### src/rtl/mix_columns_iter_pkg.sv
`default_nettype none
// ============================================================================
//  Module      : mix_columns_iter_pkg
//  Description : Shared AES constants and FSM encoding for the forward
//                MixColumns block.
//  Revision    : 1.0 - initial release
// ============================================================================
package mix_columns_iter_pkg;

    // Field reduction constant for GF(2^8) with polynomial x^8+x^4+x^3+x+1
    localparam logic [7:0] GF_POLY = 8'h1B;

    // Datapath widths
    localparam int STATE_W = 128;
    localparam int COL_W   = 32;
    localparam int BYTE_W  = 8;

    // Controller states
    typedef enum logic [1:0] {
        ST_IDLE = 2'd0,
        ST_BUSY = 2'd1,
        ST_DONE = 2'd2
    } state_e;

endpackage : mix_columns_iter_pkg
`default_nettype wire

### src/rtl/mix_columns_iter_if.sv
`default_nettype none
// ============================================================================
//  Module      : mix_columns_iter_if
//  Description : Input/output valid-ready channels of the MixColumns block.
//                Vectors are [0:127]: byte k occupies bits [8k:8k+7], MSB first.
//  Revision    : 1.0 - initial release
// ============================================================================
interface mix_columns_iter_if;
    logic         in_valid;
    logic         in_ready;
    logic         in_bypass;
    logic [0:127] value_i;
    logic         out_valid;
    logic         out_ready;
    logic [0:127] value_o;

    // Block side
    modport slave (
        input  in_valid,
        input  in_bypass,
        input  value_i,
        input  out_ready,
        output in_ready,
        output out_valid,
        output value_o
    );

    // Producer/consumer side
    modport master (
        output in_valid,
        output in_bypass,
        output value_i,
        output out_ready,
        input  in_ready,
        input  out_valid,
        input  value_o
    );
endinterface : mix_columns_iter_if
`default_nettype wire

### src/rtl/mix_columns_iter_mix_column_word.sv
`default_nettype none
// ============================================================================
//  Module      : mix_column_word
//  Description : Combinational forward MixColumns of one 32-bit column
//                (row 0 byte in bits [0:7]).
//  Revision    : 1.0 - initial release
// ============================================================================
module mix_column_word
    import mix_columns_iter_pkg::*;
(
    input  logic [0:31] col_i,
    output logic [0:31] col_o
);

    // Multiply by 2 in GF(2^8); x[7] is the MSB of the byte
    function automatic logic [7:0] xtime(input logic [7:0] x);
        return {x[6:0], 1'b0} ^ (x[7] ? GF_POLY : 8'h00);
    endfunction

    logic [7:0] w_a0, w_a1, w_a2, w_a3;
    logic [7:0] w_x0, w_x1, w_x2, w_x3;

    assign w_a0 = col_i[0:7];
    assign w_a1 = col_i[8:15];
    assign w_a2 = col_i[16:23];
    assign w_a3 = col_i[24:31];

    assign w_x0 = xtime(w_a0);
    assign w_x1 = xtime(w_a1);
    assign w_x2 = xtime(w_a2);
    assign w_x3 = xtime(w_a3);

    // 3x is expressed as 2x ^ x
    assign col_o[0:7]   = w_x0 ^ (w_x1 ^ w_a1) ^ w_a2 ^ w_a3;
    assign col_o[8:15]  = w_a0 ^ w_x1 ^ (w_x2 ^ w_a2) ^ w_a3;
    assign col_o[16:23] = w_a0 ^ w_a1 ^ w_x2 ^ (w_x3 ^ w_a3);
    assign col_o[24:31] = (w_x0 ^ w_a0) ^ w_a1 ^ w_a2 ^ w_x3;

endmodule : mix_column_word
`default_nettype wire

### src/rtl/mix_columns_iter.sv
`default_nettype none
// ============================================================================
//  Module      : mix_columns_iter
//  Description : Iterative forward AES MixColumns. Accepts one 128-bit state,
//                processes COLS_PER_CYCLE columns per clock and holds the
//                result until accepted. Bypass passes the state unchanged.
//  Revision    : 1.0 - initial release
// ============================================================================
module mix_columns_iter
    import mix_columns_iter_pkg::*;
#(
    parameter int COLS_PER_CYCLE = 1
)(
    input  logic             clk,
    input  logic             rst_n,
    mix_columns_iter_if.slave bus
);

    localparam int         ITER     = 4 / COLS_PER_CYCLE;
    localparam logic [1:0] LAST_CNT = 2'(ITER - 1);

    state_e       state_q, state_d;
    logic [1:0]   cnt_q, cnt_d;
    logic [0:127] data_q;
    logic [0:127] res_q, res_d;
    logic [0:127] value_q, value_d;
    logic         w_accept;
    logic         w_last;

    logic [1:0]   w_col_idx [COLS_PER_CYCLE];
    logic [0:31]  w_col_in  [COLS_PER_CYCLE];
    logic [0:31]  w_col_out [COLS_PER_CYCLE];

    assign w_accept = bus.in_valid && (state_q == ST_IDLE);
    assign w_last   = (state_q == ST_BUSY) && (cnt_q == LAST_CNT);

    // Column engines: engine j handles column cnt*COLS_PER_CYCLE + j
    generate
        for (genvar j = 0; j < COLS_PER_CYCLE; j++) begin : g_col
            assign w_col_idx[j] = 2'((int'(cnt_q) * COLS_PER_CYCLE) + j);
            assign w_col_in[j]  = data_q[{w_col_idx[j], 5'b0} +: 32];

            mix_column_word u_mcw (
                .col_i (w_col_in[j]),
                .col_o (w_col_out[j])
            );
        end
    endgenerate

    // FSM state register
    always_ff @(posedge clk or negedge rst_n) begin
        if (!rst_n) begin
            state_q <= ST_IDLE;
        end else begin
            state_q <= state_d;
        end
    end

    // FSM next-state: bypass skips straight to DONE
    always_comb begin
        state_d = state_q;
        case (state_q)
            ST_IDLE: if (w_accept)      state_d = bus.in_bypass ? ST_DONE : ST_BUSY;
            ST_BUSY: if (w_last)        state_d = ST_DONE;
            ST_DONE: if (bus.out_ready) state_d = ST_IDLE;
            default:                    state_d = ST_IDLE;
        endcase
    end

    // FSM outputs: handshake flags decoded from the registered state
    always_comb begin
        bus.in_ready  = (state_q == ST_IDLE);
        bus.out_valid = (state_q == ST_DONE);
    end

    // Datapath next-state: partial results accumulate in res, value_o only
    // changes on acceptance (bypass) or on the edge that enters DONE
    always_comb begin
        cnt_d   = cnt_q;
        res_d   = res_q;
        value_d = value_q;
        if (w_accept) begin
            cnt_d = 2'd0;
            if (bus.in_bypass) begin
                value_d = bus.value_i;
            end
        end else if (state_q == ST_BUSY) begin
            for (int j = 0; j < COLS_PER_CYCLE; j++) begin
                res_d[{w_col_idx[j], 5'b0} +: 32] = w_col_out[j];
            end
            cnt_d = cnt_q + 2'd1;
            if (w_last) begin
                value_d = res_d;
            end
        end
    end

    // Datapath registers
    always_ff @(posedge clk or negedge rst_n) begin
        if (!rst_n) begin
            cnt_q   <= 2'd0;
            data_q  <= '0;
            res_q   <= '0;
            value_q <= '0;
        end else begin
            if (w_accept) begin
                data_q <= bus.value_i;
            end
            cnt_q   <= cnt_d;
            res_q   <= res_d;
            value_q <= value_d;
        end
    end

    assign bus.value_o = value_q;

endmodule : mix_columns_iter
`default_nettype wire

### src/flat_wrapper.sv
// flat-port wrapper written by rule: the top's interface ports become plain ports
module mix_columns_iter_flat import mix_columns_iter_pkg::*;
#(
    parameter int COLS_PER_CYCLE = 1
)
  (clk, rst_n, bus_in_valid, bus_in_bypass, bus_value_i, bus_out_ready, bus_in_ready, bus_out_valid, bus_value_o);
  mix_columns_iter_if bus_i ();
  input  logic clk;
  input  logic rst_n;
  input wire logic [$bits(bus_i.in_valid)-1:0] bus_in_valid;
  input wire logic [$bits(bus_i.in_bypass)-1:0] bus_in_bypass;
  input wire logic [$bits(bus_i.value_i)-1:0] bus_value_i;
  input wire logic [$bits(bus_i.out_ready)-1:0] bus_out_ready;
  output wire logic [$bits(bus_i.in_ready)-1:0] bus_in_ready;
  output wire logic [$bits(bus_i.out_valid)-1:0] bus_out_valid;
  output wire logic [$bits(bus_i.value_o)-1:0] bus_value_o;
  assign bus_i.in_valid = bus_in_valid;
  assign bus_i.in_bypass = bus_in_bypass;
  assign bus_i.value_i = bus_value_i;
  assign bus_i.out_ready = bus_out_ready;
  assign bus_in_ready = bus_i.in_ready;
  assign bus_out_valid = bus_i.out_valid;
  assign bus_value_o = bus_i.value_o;
  mix_columns_iter #(.COLS_PER_CYCLE(COLS_PER_CYCLE)) u_core (.clk(clk), .rst_n(rst_n), .bus(bus_i));
endmodule
### config.mk
export PLATFORM = sky130hd
export DESIGN_NAME = mix_columns_iter_flat
export DESIGN_NICKNAME = d
export VERILOG_FILES = /design/src/rtl/mix_columns_iter_pkg.sv /design/src/rtl/mix_columns_iter_if.sv /design/src/rtl/mix_columns_iter_mix_column_word.sv /design/src/rtl/mix_columns_iter.sv /design/src/flat_wrapper.sv
export SDC_FILE = /design/constraint.sdc
export NUM_CORES = 1
export LEC_CHECK = 0
export ABC_AREA = 1
export CAP_MARGIN = 20
export CORE_ASPECT_RATIO = 1.5
export CORE_UTILIZATION = 55
export DETAILED_ROUTE_END_ITERATION = 10
export HOLD_SLACK_MARGIN = 0.03
export PLACE_DENSITY = 0.81
export SLEW_MARGIN = 0
export SYNTH_ARGS = -nofsm -noshare
export SYNTH_HDL_FRONTEND = slang
export SYNTH_SLANG_ARGS = --single-unit
### constraint.sdc
create_clock -name clk -period 5.6 [get_ports clk]
set_input_delay 1.4 -clock clk [delete_from_list [all_inputs] [get_ports clk]]
set_output_delay 1.4 -clock clk [all_outputs]
set_load 0.02 [all_outputs]
==> metrics.md <==
| Metric | Value |
|---|---|
| Number of buffers and inverters on the critical path | `3` |
| CP cell instances | `ha_1 -> inv_1 -> nor2_1 -> inv_1 -> nand2_1 -> nand2_4 -> buf_12 -> a21oi_1 -> a21oi_1` |
| Synth warn | `0` |
| Top post-synthesis cells by area | `dfrtp_1, nand2_1, a21oi_1, nor2_1, nand3_1` |
| Status | `finished, final reports clean` |
| Reg clk slew, reported paths | `approximately 0.070 ns` |
| WS Path Type | `flop to flop` |
| Hpwl dp | `approximately 56000 um` |
| First-pass GRT wire length | `roughly 120000 um` |
| H-tree Lvls | `2` |
| Post-synth top area cell | `dfrtp_1` |
| Worst hold path class | `flop to flop` |
| F_max | `0.230 GHz` |
| Area share of the largest cell type after synthesis | `47.7%` |
| Total of max-cap violations | `0` |
| # clock sinks | `between 300 and 400` |
| Die area | `37800 um^2` |
| Share of the yosys chip area belonging to registers | `a little under half` |
| Syn_nets | `approximately 2800` |
| Worst rel slew slack | `a little under a quarter` |
| Post-CTS setup buffers | `0` |
| Placed insts | `around 3300` |
| Post-route ant nets | `0` |
| I/O Buffers | `approximately 260` |
| Final WL | `between 70000 and 80000 um` |
| Gpl congestion | `roughly 1` |
| Initial antenna violation count | `2` |
| CP Max Fanout | `between 90 and 100` |
| Post-route insts no fill | `between 3000 and 4000` |
| Synthesized flop and latch total | `around 390` |
| Site Rows | `between 80 and 90` |
| RSZ-0062 raised after global routing | `no` |
| Fin Clk Skew | `between 0.01 and 0.015 ns` |
| Vias in the first global route | `approximately 19000` |
| Post-Syn Area | `between 20000 and 25000 um^2` |
| # IOs | `~260` |
| CTS Buf Count | `38` |
| Async SR Flop Fraction | `100%` |
| Post-synth EDFFs | `0` |
| Largest net degree at the start of global routing | `106` |
| Vias/cell | `roughly 5.9` |
| Req. time, crit path | `about 6 ns` |
| Nature of the critical path endpoint | `flop` |
| CTS tree | `done` |
| Fin. Hold Viols | `0` |
| Final setup vio count | `0` |
| Fin Setup TNS | `0 ns` |
| Worst Setup Start Kind | `flop` |
| Synthesized area per cell | `around 7.5 um^2` |
| Most common flop cell mapped by yosys | `dfrtp_1` |
| Congestion Overflow GR | `0` |
| CP max stage delay | `about 0.83 ns` |
| Tmin final | `~4.3 ns` |
| Tcrit/Tclk final | `just under 80%` |
| DR vias | `around 20000` |
| Most instantiated library cell after synthesis | `nand2_1` |
| Avg WL per Cell | `23.1 um` |
| Initial DRC count | `roughly 2400` |
| Mapped Cells | `2708` |
| CP delay by family, top | `buffers and inverters` |
| Synth top cells by count | `nand2_1, dfrtp_1, a21oi_1` |
| Slew Viols, Final | `0` |
| DRC viols | `0` |
| Hold-fix buffers at CTS | `0` |
| Root Driver | `clkbuf_16` |
| Final net count | `3013` |
| Total track usage | `about two fifths` |
| Die Height | `roughly 240 um` |
| Core area | `36200 um^2` |
| Netlist cell types | `between 40 and 50` |
| Worst-skew pair later-pin latency | `between 0.5 and 0.6 ns` |
| Worst-Margin Slew | `1.15 ns` |
| PostCTS Resize Cnt | `0` |
| Layout cell share with drive strength beyond 1 | `around 6.8%` |
| Reg2reg setup slack | `roughly 1.3 ns` |
| WP data arrival | `about 4.8 ns` |
| Starting density of the core | `a little under three fifths` |
| Worst path slowest cell | `inv_1` |
| Die Width | `~160 um` |
| Drt pass-1 iters | `7` |
| CTS max path bufs | `3` |
| Area grow syn2layout | `19.8%` |
## final timing paths
kind / startpoint / to / cells after the start
max in group asynchronous: rst_n / u_core.res_q[108]$_DFFE_PN0P_ / 2
min reg2reg: u_core.data_q[5]$_DFFE_PN0P_ / u_core.data_q[5]$_DFFE_PN0P_ / 2
max reg2reg: u_core.cnt_q[0]$_DFFE_PN0P_ / u_core.bus.value_o[24]$_DFFE_PN0P_ / 9
min: u_core.data_q[5]$_DFFE_PN0P_ / u_core.data_q[5]$_DFFE_PN0P_ / 2
max: u_core.cnt_q[0]$_DFFE_PN0P_ / u_core.bus.value_o[24]$_DFFE_PN0P_ / 9
min in group asynchronous: rst_n / u_core.res_q[52]$_DFFE_PN0P_ / 1
## cell usage in the layout (no fill, tap or decap), types with 7 or more instances in the layout
master and count:
a21oi_1 240, a21oi_2 7, a31oi_1 84, buf_4 29, clkbuf_1 9, clkbuf_16 41
clkdlybuf4s50_1 261, dfrtp_1 387, inv_1 58, inv_2 9, nand2_1 1112, nand2_2 35
nand2_4 13, nand3_1 160, nand3_2 13, nand4_1 49, nor2_1 215, o21ai_0 64
o21ai_1 11, xnor2_1 23, xor2_1 16, xor2_2 9
## layout make-up
type                    instances  area, um^2
diodes                          2        5.00
clock buffers                  53        1100
clock inverters                11         136
fillers                      3051       11800
inverters                      71         282
multi-input cells            2080        9570
flip-flops and latches        388        9710
well taps                     478         598
repair buffers                297        2970
## per-layer routing
metal	track usage [%]	vias up	wire, um
met5	0	-	0
met2	67.1	1062	37000
met4	29.3	0	6230
met3	6.84	251	6320
met1	50.6	9676	28600
li1	-	9109	-
## tightest hold or removal path: stages (launching register included)
cell,delay [ns]
dfrtp_1,0.34
nand2_1,0.05
nand2_1,0.06
## logic make-up (layout without fill, tap and decap cells)
group,Yosys count,after routing,synth area share [%]
xor+xnor,55,55,3.01
flops,388,388,47.7
other cells,0,2,0
simple gates,1611,1611,32.9
compound gates,410,410,10.8
buf+inv,240,432,5.33
fa+ha+maj,4,4,0.246
## state kept, by name, summed over array words and instances (netlist names)
| name | flops |
|---|---|
| u_core.res_q | 128 |
| u_core.bus.value_o | 128 |
| u_core.cnt_q | 2 |
| u_core.state_q | 2 |
| u_core.data_q | 128 |
## metrics by stage
stage          utilization (%)  hold WS [ns]  area, um^2  worst slack, ns
2_1_floorplan                -         0.449       20300             2.98
3_3_place_gp              64.0         0.463       23100             1.42
3_5_place_dp              64.0         0.465       23100             1.39
4_1_cts                   67.4         0.483       24400             1.35
5_1_grt                   67.4         0.497       24400            0.960
6_report                  67.4         0.480       24400             1.25
Power is not shown: default switching activity piles up to over one toggle a cycle in this logic, so the estimate is an artifact.
